==> src/rtl/tube_scan_driver.sv <==
// tube_scan_driver
// Self-timed four-digit seven-segment scan driver. It multiplexes the digits
// on its own prescaled timebase and inserts a blank interval at the start of
// every digit slot so the previous digit does not ghost into the next. The
// displayed value, dots and leading-zero mode are captured once per frame so
// a frame is never torn by a mid-scan input change. Pins are registered and
// computed from next-state values, so they always agree with the current
// (cnt, idx, shadow) state.

module tube_scan_driver #(
  parameter int PRESCALE       = 1000,
  parameter int BLANK          = 16,
  parameter int DIG_ACTIVE_LOW = 1,
  parameter int SEG_ACTIVE_LOW = 1
) (
  input  logic        clk,
  input  logic        rst,
  input  logic [15:0] value,
  input  logic [3:0]  dots,
  input  logic        blankLeading,
  output logic [3:0]  tubeDig,
  output logic [7:0]  tubeSeg,
  output logic        frameStart
);

  localparam int             CW       = $clog2(PRESCALE);
  localparam logic [CW-1:0]  CNT_LAST = CW'(PRESCALE - 1);
  localparam bit             DIG_LOW  = (DIG_ACTIVE_LOW != 0);
  localparam bit             SEG_LOW  = (SEG_ACTIVE_LOW != 0);
  localparam logic [3:0]     DIG_OFF  = DIG_LOW ? 4'hF : 4'h0;
  localparam logic [7:0]     SEG_OFF  = SEG_LOW ? 8'hFF : 8'h00;

  // Scan timebase and frame shadow state
  logic [CW-1:0] cnt;
  logic [1:0]    idx;
  logic [15:0]   sValue;
  logic [3:0]    sDots;
  logic          sBlank;
  logic          primed;

  // Next-state values, also used to build the registered pins
  logic [CW-1:0] cntNext;
  logic [1:0]    idxNext;
  logic [15:0]   sValueNext;
  logic [3:0]    sDotsNext;
  logic          sBlankNext;
  logic          load;
  logic          wrap;

  // Pin values for the next cycle
  logic [3:0]    digNext;
  logic [7:0]    segNext;
  logic          lit;

  // Lit-window decision on the next counter value; with no blank interval the
  // digit stays lit for the whole slot
  if (BLANK == 0) begin : g_noBlank
    assign lit = 1'b1;
  end else begin : g_blank
    localparam logic [CW-1:0] BLANK_C = CW'(BLANK);
    assign lit = (cntNext >= BLANK_C);
  end

  // State register: counter, digit index, frame shadows and primed flag
  always_ff @(posedge clk or posedge rst) begin
    if (rst) begin
      cnt    <= '0;
      idx    <= 2'd0;
      sValue <= 16'h0000;
      sDots  <= 4'h0;
      sBlank <= 1'b0;
      primed <= 1'b0;
    end else begin
      cnt    <= cntNext;
      idx    <= idxNext;
      sValue <= sValueNext;
      sDots  <= sDotsNext;
      sBlank <= sBlankNext;
      primed <= 1'b1;
    end
  end

  // Next-state: advance the slot counter, step the digit at slot end, and
  // reload the shadows on the first edge after reset or when a new frame begins
  always_comb begin
    wrap       = (cnt == CNT_LAST);
    cntNext    = wrap ? '0 : cnt + CW'(1);
    idxNext    = wrap ? idx + 2'd1 : idx;
    load       = !primed || (wrap && (idx == 2'd3));
    sValueNext = load ? value        : sValue;
    sDotsNext  = load ? dots         : sDots;
    sBlankNext = load ? blankLeading : sBlank;
  end

  // Output decode: select the digit, hex-decode its nibble, suppress leading
  // zeros on digits 1..3, then apply pin polarity
  always_comb begin
    logic [3:0] nib;
    logic [6:0] hexSeg;
    logic [3:0] leadZero;
    logic       suppress;
    logic [3:0] digHigh;
    logic [7:0] segHigh;

    nib = sValueNext[{idxNext, 2'b00} +: 4];

    case (nib)
      4'h0:    hexSeg = 7'h3F;
      4'h1:    hexSeg = 7'h06;
      4'h2:    hexSeg = 7'h5B;
      4'h3:    hexSeg = 7'h4F;
      4'h4:    hexSeg = 7'h66;
      4'h5:    hexSeg = 7'h6D;
      4'h6:    hexSeg = 7'h7D;
      4'h7:    hexSeg = 7'h07;
      4'h8:    hexSeg = 7'h7F;
      4'h9:    hexSeg = 7'h6F;
      4'hA:    hexSeg = 7'h77;
      4'hB:    hexSeg = 7'h7C;
      4'hC:    hexSeg = 7'h39;
      4'hD:    hexSeg = 7'h5E;
      4'hE:    hexSeg = 7'h79;
      default: hexSeg = 7'h71;
    endcase

    leadZero[3] = (sValueNext[15:12] == 4'h0);
    leadZero[2] = leadZero[3] && (sValueNext[11:8] == 4'h0);
    leadZero[1] = leadZero[2] && (sValueNext[7:4] == 4'h0);
    leadZero[0] = 1'b0;
    suppress    = sBlankNext && leadZero[idxNext];

    digHigh = 4'h0;
    segHigh = 8'h00;
    if (lit) begin
      digHigh = 4'b0001 << idxNext;
      segHigh = {sDotsNext[idxNext], suppress ? 7'h00 : hexSeg};
    end

    digNext = DIG_LOW ? ~digHigh : digHigh;
    segNext = SEG_LOW ? ~segHigh : segHigh;
  end

  // Registered pins and frame pulse; reset forces the tube dark immediately
  always_ff @(posedge clk or posedge rst) begin
    if (rst) begin
      tubeDig    <= DIG_OFF;
      tubeSeg    <= SEG_OFF;
      frameStart <= 1'b0;
    end else begin
      tubeDig    <= digNext;
      tubeSeg    <= segNext;
      frameStart <= load;
    end
  end

endmodule

==> config.mk <==
export PLATFORM = sky130hd
export DESIGN_NAME = tube_scan_driver
export DESIGN_NICKNAME = d
export VERILOG_FILES = /design/src/rtl/tube_scan_driver.sv
export SDC_FILE = /design/constraint.sdc
export NUM_CORES = 1
export LEC_CHECK = 0
export BUFFER_PORTS_ARGS = -buffer_cell sky130_fd_sc_hd__buf_2
export CAP_MARGIN = 10
export CORE_MARGIN = 3
export CORE_UTILIZATION = 60
export DETAILED_ROUTE_END_ITERATION = 8
export GPL_TIMING_DRIVEN = 0
export PLACE_DENSITY = 0.83
export SLEW_MARGIN = 20
export SYNTH_ARGS = -nofsm -noshare
export SYNTH_HDL_FRONTEND = slang
export SYNTH_SLANG_ARGS = --single-unit
==> constraint.sdc <==
create_clock -name clk -period 4.6 [get_ports clk]
set_input_delay 0.92 -clock clk [delete_from_list [all_inputs] [get_ports clk]]
set_output_delay 0.92 -clock clk [all_outputs]
set_load 0.03 [all_outputs]
== Word level (Yosys, flattened, before mapping) ==
Memory sizes are Yosys's and may differ from the RTL's.
Cells that the tools add are included.

* Equality and inequality tests: 2
* $add $sub $neg: 2
* Order comparisons: 2
* Bitwise operators: 2
* Multiplexer cells: 12
* Reduce and logical (&&, ||, !) cells: 9
* Shifts and indexed selects: 2

{| class="wikitable"
|+ Operators by type and width
! cell !! number
|-
| 16-bit two-way mux || 1
|-
| 16-bit by 5-bit indexed part select with 4-bit output || 1
|-
| 4-bit logical NOT || 3
|-
| 10-bit by 1-bit adder with 10-bit output (second input constant) || 1
|-
| 10-bit equality test (second input constant) || 1
|-
| 10-bit by 5-bit >= comparator with 1-bit output (second input constant) || 1
|-
| 10-bit two-way mux || 1
|-
| 4-bit two-way mux || 2
|-
| 8-bit two-way mux || 1
|-
| 8-bit NOT || 1
|-
| 7-bit two-way mux || 1
|-
| 1-bit binary-select mux with 2-bit select || 2
|-
| 1-bit logical AND || 4
|-
| 4-bit NOT || 1
|-
| 1-bit by 2-bit << shifter with 4-bit output (first input constant) || 1
|-
| 2-bit by 3-bit < comparator with 1-bit output (second input constant) || 1
|-
| 1-bit two-way mux || 3
|-
| 2-bit by 1-bit adder with 2-bit output (second input constant) || 1
|-
| 2-bit equality test (second input constant) || 1
|-
| 2-bit two-way mux || 1
|-
| 1-bit logical NOT || 1
|-
| 1-bit logical OR || 1
|}

* Bits in registers: 47
* Memories: 1
* Bits in read-only memories: 112

{| class="wikitable"
|+ Memories
! memory !! depth !! bits a word !! rd ports !! clocked after memory_dff !! wr ports !! RTL line !! text
|-
| (name not given) || 16 || 7 || 1 || 0 || 0 || 107 || <nowiki>case (nib)</nowiki>
|}

== Logic depth before layout (Yosys ltp) ==
Gate-level depths: netlist of run 1.

* Depth after elaboration: 13
* Depth in mapped cells: 16

== Worst setup path after synthesis of run 1 ==
No wires, ideal clock.

* Path type: reg-to-reg
* Start point: reg cnt[0]
* End point: reg tubeSeg[3]
* Data arrival time: 2.904 ns
* Required time: 4.506 ns
* Stages on the path, launching flop included: 15
* Slack: 1.602 ns
* Path buffers: 2
* Path through: dfrtp_1 -> ha_1 -> nand4b_4 -> o31a_1 -> buf_6 -> buf_6 -> mux2_1 -> a21oi_1 -> o21ai_1 -> a21oi_1 -> inv_1 -> ha_1 -> mux2_4 -> mux2i_1 -> nand2_1

{| class="wikitable"
|+ RTL lines
! what !! RTL line !! text
|-
| start: declaration || 34 || <nowiki>logic [CW-1:0] cnt;</nowiki>
|-
| start signal: assignment || 74 || <nowiki>cnt <= cntNext;</nowiki>
|-
| 10-bit equality test || 86 || <nowiki>wrap = (cnt == CNT_LAST);</nowiki>
|-
| 1-bit logical AND || 89 || <nowiki>load = !primed || (wrap && (idx == 2'd3));</nowiki>
|-
| 1-bit logical OR || 89 ||
|-
| 16-bit two-way mux || 90 || <nowiki>sValueNext = load ? value : sValue;</nowiki>
|-
| via sValueNext[1] || 44 || <nowiki>logic [15:0] sValueNext;</nowiki>
|-
| 16-bit by 5-bit indexed part select with 4-bit output || 105 || <nowiki>nib = sValueNext[{idxNext, 2'b00} +: 4];</nowiki>
|-
| memory 16 x 7 bit || -- ||
|-
| 7-bit two-way mux || 136 || <nowiki>segHigh = {sDotsNext[idxNext], suppress ? 7'h00 : hexSeg};</nowiki>
|-
| 8-bit two-way mux || 134 || <nowiki>if (lit) begin</nowiki>
|-
| 8-bit NOT || 140 || <nowiki>segNext = SEG_LOW ? ~segHigh : segHigh;</nowiki>
|-
| via segNext[3] || 52 || <nowiki>logic [7:0] segNext;</nowiki>
|-
| end signal: assignment || 151 || <nowiki>tubeSeg <= segNext;</nowiki>
|-
| end: declaration || 22 || <nowiki>output logic [7:0] tubeSeg,</nowiki>
|}

The timed path passes the listed nets, and every way through them passes these cells. The select of a mux whose other input is x is not followed.

== Final worst setup path of run 1 ==
* Start point: reg cnt[0]
* End point: reg tubeSeg[3]

* Word-level cells in the longest chain between the ends: 13

{| class="wikitable"
|+ Ends and longest elaborated chain
! what !! RTL line
|-
| 10-bit equality test * || 86
|-
| 1-bit logical AND * || 89
|-
| 1-bit logical OR * || 89
|-
| 16-bit two-way mux * || 90
|-
| via sValueNext[13] || 44
|-
| branches (longest 6 deep; another with memory 16 x 7 bit) || --
|-
| 7-bit two-way mux * || 136
|-
| 8-bit two-way mux * || 134
|-
| 8-bit NOT * || 140
|-
| via segNext[3] || 52
|}

Mark *: on every way through the listed nets, which the timed path passes. The select of a mux whose other input is x is not followed.

==> run_results.csv, run 1 <==
group,metric,value,unit
cts,ctsHoldBuffers,0,
die,die_w,72.22,um
logic_synthesis,synth_top_area_frac,0.3329,
logic_synthesis,synth_simple_gate_area_frac,0.1902,
cts,worstSkewPairLatency,300,ps
routing,wl_per_cell,16.16,um
worst_setup_path,r2r-end,"tubeSeg[3]",
logic_synthesis,async_reset_ff_frac,1.000,
die,start_util,0.6394,
timing,hold_violations,0,
worst_setup_path,worstSetupStartpointType,"flip-flop",
run_status,status,"completed",
layout,fin_cells,357,
worst_setup_path,crit_end,"tubeSeg[3]",
timing,setup_slack,1172,ps
cts,cts_tree,"built",
worst_setup_path,required,4800,ps
grt,overflow,0,
cts,cts_root_buf,"clkbuf_8",
routing,drt_iter0_drc,181,
logic_synthesis,ys.flop_type,"dfrtp_1",
power_and_ir_drop,p_leak,0.001478,uW
routing,num_vias,2089,
logic_synthesis,synth.distinct_cells,52,
timing,clock.fmax,0.2917,GHz
logic_synthesis,yosysMostFrequentCell,"nand2_1",
timing,worst_pin_slew,612.4,ps
place,placed_cells,349,
die,die_area,0.005216,mm2
timing,relSlewSlack,0.5917,
timing,finClkSkew,9.184,ps
routing,totalWireLength,5770,um
logic_synthesis,synthAdderAreaFrac,0.04280,
cts,cts_max_level,2,
worst_setup_path,worstPathMaxFanout,10,
routing,ant_nets,0,
timing,hold_slack,471.4,ps
layout,antenna_cells,0,
layout,drive_above_1_share,0.2573,
power_and_ir_drop,p_per_area,294.2,mW/mm2
cts,cts_resized,0,
grt,grt_max_degree,29,
power_and_ir_drop,ir_drop,0.2339,mV
logic_synthesis,synthMuxAreaShare,0.1270,
grt,grt_pass1_wl,9949,um
logic_synthesis,synth_xor_xnor_area_share,0.02330,
place,dp_hpwl,4252,um
grt,antenna_found_initial,0,
worst_setup_path,r2r_start,"cnt[0]",
routing,dr.pass1.iters,5,
cts,cts_buffers,5,
place,gp_congestion,0.9416,
die,core,0.004115,mm2
routing,drc_errors,0,
worst_setup_path,end_kind,"flip-flop",
worst_setup_path,r2r_cells,15,
logic_synthesis,synth_top_family_by_area,"simple AND/OR/NAND/NOR gates",
timing,final.min_clock_period,3428,ps
grt,grt_pass1_vias,2064,
worst_setup_path,reg2reg_slack,1170,ps
logic_synthesis,synth_top_cell_by_area,"dfrtp_1",
logic_synthesis,yosys_register_bits,47,
layout,syn_to_final_growth,13.22,%
die,die_h,72.22,um
logic_synthesis,ys_top_cells_by_count,"47 x nand2_1, 35 x dfrtp_1, 17 x nor2_1",
timing,rsz0062_at_grt,"false",
cts,cts_buffer_depth,2,
die,boundaryPins,36,
routing,vias_per_cell,5.852,
min_path,hold_path.class,"reg2reg",
cts,path_clk_slew,80,ps
timing,min_period_over_period,0.7452,
cts,cts_setup_buffers,0,
worst_setup_path,cp-startpoint,"cnt[0]",
worst_setup_path,cp.arrival,3630,ps
timing,setup_violations,0,
logic_synthesis,synth_compound_area_frac,0.1132,
layout,final_net_count,338,
place,dp_slack,1218,ps
logic_synthesis,seq_area_frac_synth,0.4527,
job,cap_violations,0,
logic_synthesis,syn-num-nets,295,
place,portBuffers,35,
timing,finalSetupTns,0,ps
logic_synthesis,yosys_warnings,0,
grt,grt_usage,0.2500,
worst_setup_path,crit_type,"reg2reg",
die,rows,23,
logic_synthesis,synth-edff-count,0,
logic_synthesis,syn-cell-area,0.002631,mm2
min_path,hold_depth,2,
cts,clkSinkCount,47,
logic_synthesis,avgSynthCellArea,10.00,um2
logic_synthesis,netlist_instances,263,
timing,slew_viol_final,0,
layout,final_util,0.7239,
logic_synthesis,synth_area_leaders,"dfrtp_1 33%, dfstp_2 12%, nand2_1 6.7%, mux2i_1 5.7%, ha_1 4.3%",
-- metrics by stage --
| stage | cell area [um2] | total power [uW] |
|---|---|---|
| after floorplan | 2631 | 584.4 |
| after global placement | 2869 | 624.7 |
| after detailed placement | 2889 | 632.2 |
| after CTS | 2979 | 883.4 |
| after global routing | 2979 | 921.1 |
| final | 2979 | 876.6 |
-- critical path, stage by stage, from the launching register on --
cell      delay (ps)
dfrtp_1          410
ha_1             270
nand4b_4         150
o31a_1           310
buf_6            160
buf_6            160
mux2i_1          290
inv_2             70
a21oi_1          160
o21ai_1           70
a21oi_1          400
inv_1            180
ha_1             250
mux2_4           250
mux2i_1          130
nand2_1           70
-- cell families after synthesis --
logic type / after synthesis
AND/OR/NAND/NOR: 102
flip-flops: 47
AO/OA/AOI/OAI: 43
multiplexers: 27
buffers and inverters: 27
adder cells (fa/ha/maj): 9
XOR/XNOR: 7
other: 1
-- area by class of cell --
type | count | area [um2]
sequential | 47 | 1191
inverter | 16 | 60.06
timing repair buffer | 36 | 195.2
fill | 323 | 1136
clock buffer | 7 | 86.33
tap | 50 | 62.56
clock inverter | 1 | 3.754
multi-input combinational | 189 | 1310
buffer | 11 | 70.07
-- cells in the final DEF (no fill, tap or decap), drive strengths merged, types with 2 or more instances in the layout --
cell type,n
nor3,4
nand2,47
and2,2
ha,9
o21ai,8
or2,2
nor4,5
a21oi,10
o221ai,5
o211ai,3
nor2,18
dfrtp,35
mux2,8
mux4,4
buf,42
a221oi,4
inv,15
nor2b,2
clkinv,2
nand2b,7
a21o,3
clkbuf,12
dfstp,12
nand3,7
xor2,5
and3,3
xnor2,2
mux2i,15
-- sequential cells by signal (all words and copies together) (netlist names) --
register / flops
tubeDig: 4
frameStart: 1
sDots: 4
sBlank: 1
cnt: 10
tubeSeg: 8
primed: 1
sValue: 16
idx: 2
-- worst min path at each step --
stage                   from       end  slack, ps
global route          sBlank    sBlank        490
CTS                   sBlank    sBlank        470
detailed placement    sBlank    sBlank        450
finish                sBlank    sBlank        470
global placement    sDots[3]  sDots[3]        450
floorplan           sDots[3]  sDots[3]        430
-- routing by layer --
metal,global-route usage,part of all wire
met1,0.3498,0.44
met4,0.09186,0.013
met5,0,0
met2,0.3812,0.47
met3,0.05817,0.074
-- where the power goes --
group	switching (uW)	internal, uW
Clock	131	120
Combinational	98.8	63.2
Sequential	13.1	450
Total	243	634
Note: power is estimated with default switching activity, not from simulation.
==> run 2: changes to the inputs <==
- ABC_AREA: unset -> 1
- CORE_UTILIZATION: 60 -> 51
- PLACE_DENSITY: 0.83 -> 0.75
- clock period: 4.6 -> 2.9 ns (I/O delays scaled with it)
==> run_results.csv, run 2 <==
group,metric,value,unit
run_status,status,"completed",
cts,worstSkewPairLatency,310,ps
min_path,hold_path.class,"in2async",
layout,final_net_count,380,
logic_synthesis,async_reset_ff_frac,1.000,
timing,setup_slack,347.4,ps
cts,clkSinkCount,47,
worst_setup_path,cp_slowest_cell,"dfrtp_1",
worst_setup_path,worst_path_most_repeated_cell,"nand2_1",
timing,setup_violations,0,
layout,fill_cells,428,
job,cap_violations,0,
routing,drt_iter0_drc,95,
layout,drive_above_1_share,0.2636,
die,rows,25,
worst_setup_path,reg2reg_slack,350,ps
timing,min_period_over_period,0.8802,
routing,num_vias,2046,
timing,hold_violations,0,
power_and_ir_drop,p_per_area,513.1,mW/mm2
timing,finalSetupTns,0,ps
grt,grt_usage,0.1989,
place,dp_slack,380.2,ps
timing,final.min_clock_period,2553,ps
worst_setup_path,slowest_delay,410,ps
logic_synthesis,yosys_register_bits,47,
grt,grt_pass1_wl,9259,um
logic_synthesis,netlist_instances,305,
timing,rsz0062_at_grt,"false",
layout,layout_common_cells,"96 x nand2_1, 53 x nand3_1, 36 x buf_2",
routing,drc_errors,0,
die,core,0.004786,mm2
timing,finClkSkew,9.099,ps
routing,totalWireLength,5271,um
timing,slew_viol_final,0,
die,die_h,76.68,um
logic_synthesis,synth_top_area_frac,0.3438,
worst_setup_path,cp.arrival,2780,ps
logic_synthesis,syn-cell-area,0.002547,mm2
logic_synthesis,synth_top_cell_by_area,"dfrtp_1",
place,portBuffers,35,
logic_synthesis,syn-num-nets,337,
die,start_util,0.5323,
grt,grt_pass1_vias,2105,
worst_setup_path,required,3130,ps
logic_synthesis,synth.distinct_cells,30,
routing,wl_per_cell,12.67,um
logic_synthesis,ys.flop_type,"dfrtp_1",
logic_synthesis,ys_top_cells_by_count,"96 x nand2_1, 53 x nand3_1, 35 x dfrtp_1",
cts,cts_buffer_depth,2,
die,boundaryPins,36,
cts,cts_buffers,5,
cts,cts_max_level,2,
layout,largest_reg_flops,16,
logic_synthesis,yosysMostFrequentCell,"nand2_1",
logic_synthesis,synth_area_leaders,"dfrtp_1 34%, nand2_1 14%, dfstp_2 12%, nand3_1 10%, inv_1 5.0%",
power_and_ir_drop,ir_drop,0.4641,mV
worst_setup_path,worstSetupStartpointType,"flip-flop",
power_and_ir_drop,p_leak,0.001623,uW
worst_setup_path,crit_type,"reg2reg",
layout,antenna_cells,0,
logic_synthesis,seq_area_frac_synth,0.4676,
grt,overflow,0,
worst_setup_path,end_kind,"flip-flop",
die,die_w,76.68,um
cts,ctsHoldBuffers,0,
place,dp_hpwl,3973,um
timing,clock.fmax,0.3918,GHz
cts,cts_tree,"built",
cts,cts_resized,0,
worst_setup_path,worstPathMaxFanout,10,
cts,cts_root_buf,"clkbuf_8",
logic_synthesis,avgSynthCellArea,8.352,um2
layout,syn_to_final_growth,16.31,%
place,gp_congestion,0.8567,
cts,path_clk_slew,90,ps
grt,grt_max_degree,33,
worst_setup_path,crit_chain,"ha_1, nand2_1, nor2_4, nand3_4, nand2_4, buf_6, nand2_1, nand2_1, inv_1, nand2_1, nand2_1, nor2_4, inv_2, ha_1, inv_1, nand2_1, nand3_1, nand3_1",
logic_synthesis,yosys_warnings,0,
layout,reg_top3,"sValue: 16 flops, cnt: 10 flops, tubeSeg: 8 flops",
routing,vias_per_cell,4.918,
routing,dr.pass1.iters,4,
grt,antenna_found_initial,0,
layout,max_flop_register,"sValue",
routing,ant_nets,0,
layout,final_common_cell,"nand2_1",
cts,cts_setup_buffers,0,
die,die_area,0.005879,mm2
logic_synthesis,synth-edff-count,0,
run 2: per-stage QoR:
step	total power, uW	utilization	hold slack [ps]	instances	cell area [um2]
floorplan	895.0	-	454.8	305	2547
global placement	951.3	0.5864	477.9	407	2806
detailed placement	960.3	0.5906	482.8	408	2826
CTS	1537	0.6191	244.7	416	2963
global route	1594	0.6191	257.7	416	2963
finish	1520	0.6191	237.6	416	2963
run 2: worst max-delay path: cells and delay by family (launching register included):
kind          cells  cell delay (ps)
fa+ha+maj         2              380
buf+inv           4              360
flops             1              410
simple gates     12             1340
run 2: metal layers:
layer / global-route usage / part of all wire / vias to the layer above / routed length (um)
met5: 0 / 0 / - / 0
met1: 0.2431 / 0.45 / 963 / 2387
met3: 0.04695 / 0.035 / 8 / 185
met4: 0.07971 / 0.018 / 0 / 95
met2: 0.3380 / 0.49 / 34 / 2602
li1: - / - / 1041 / -
run 2: cell type report:
cell class	count	area (um2)	area share
inverter	39	146.4	0.04941
multi-input combinational	213	1164	0.3927
timing repair buffer	36	195.2	0.06588
clock inverter	3	67.56	0.02280
tap	67	83.83	0.02829
sequential	47	1191	0.4020
buffer	6	46.29	0.01563
clock buffer	5	68.82	0.02323
run 2: logic make-up after synthesis:
| group | share of synthesized area |
|---|---|
| adders and majority gates | 0.04421 |
| buffers and inverters | 0.07564 |
| AOI/OAI and AO/OA | 0.02308 |
| other | 0.001472 |
| and+or+nand+nor | 0.3846 |
| xor gates and xnor gates | 0.003439 |
| DFF | 0.4676 |
run 2: final timing paths:
| path | end | from | cells past startpoint |
|---|---|---|---|
| max in group asynchronous | tubeSeg[5] | rst | 3 |
| hold reg to reg | cnt[0] | cnt[0] | 1 |
| setup reg to reg | tubeSeg[3] | cnt[0] | 18 |
| hold / removal | cnt[6] | rst | 2 |
| min in group clk | sValue[0] | value[0] | 3 |
| setup / recovery | tubeSeg[3] | cnt[0] | 18 |
run 2: where the power goes:
part	leakage, uW	internal, uW	switching (uW)
clock	0.0000644	344	229
combinational	0.00101	76.6	150
sequential	0.000552	709	12.5
total	0.00162	1130	391
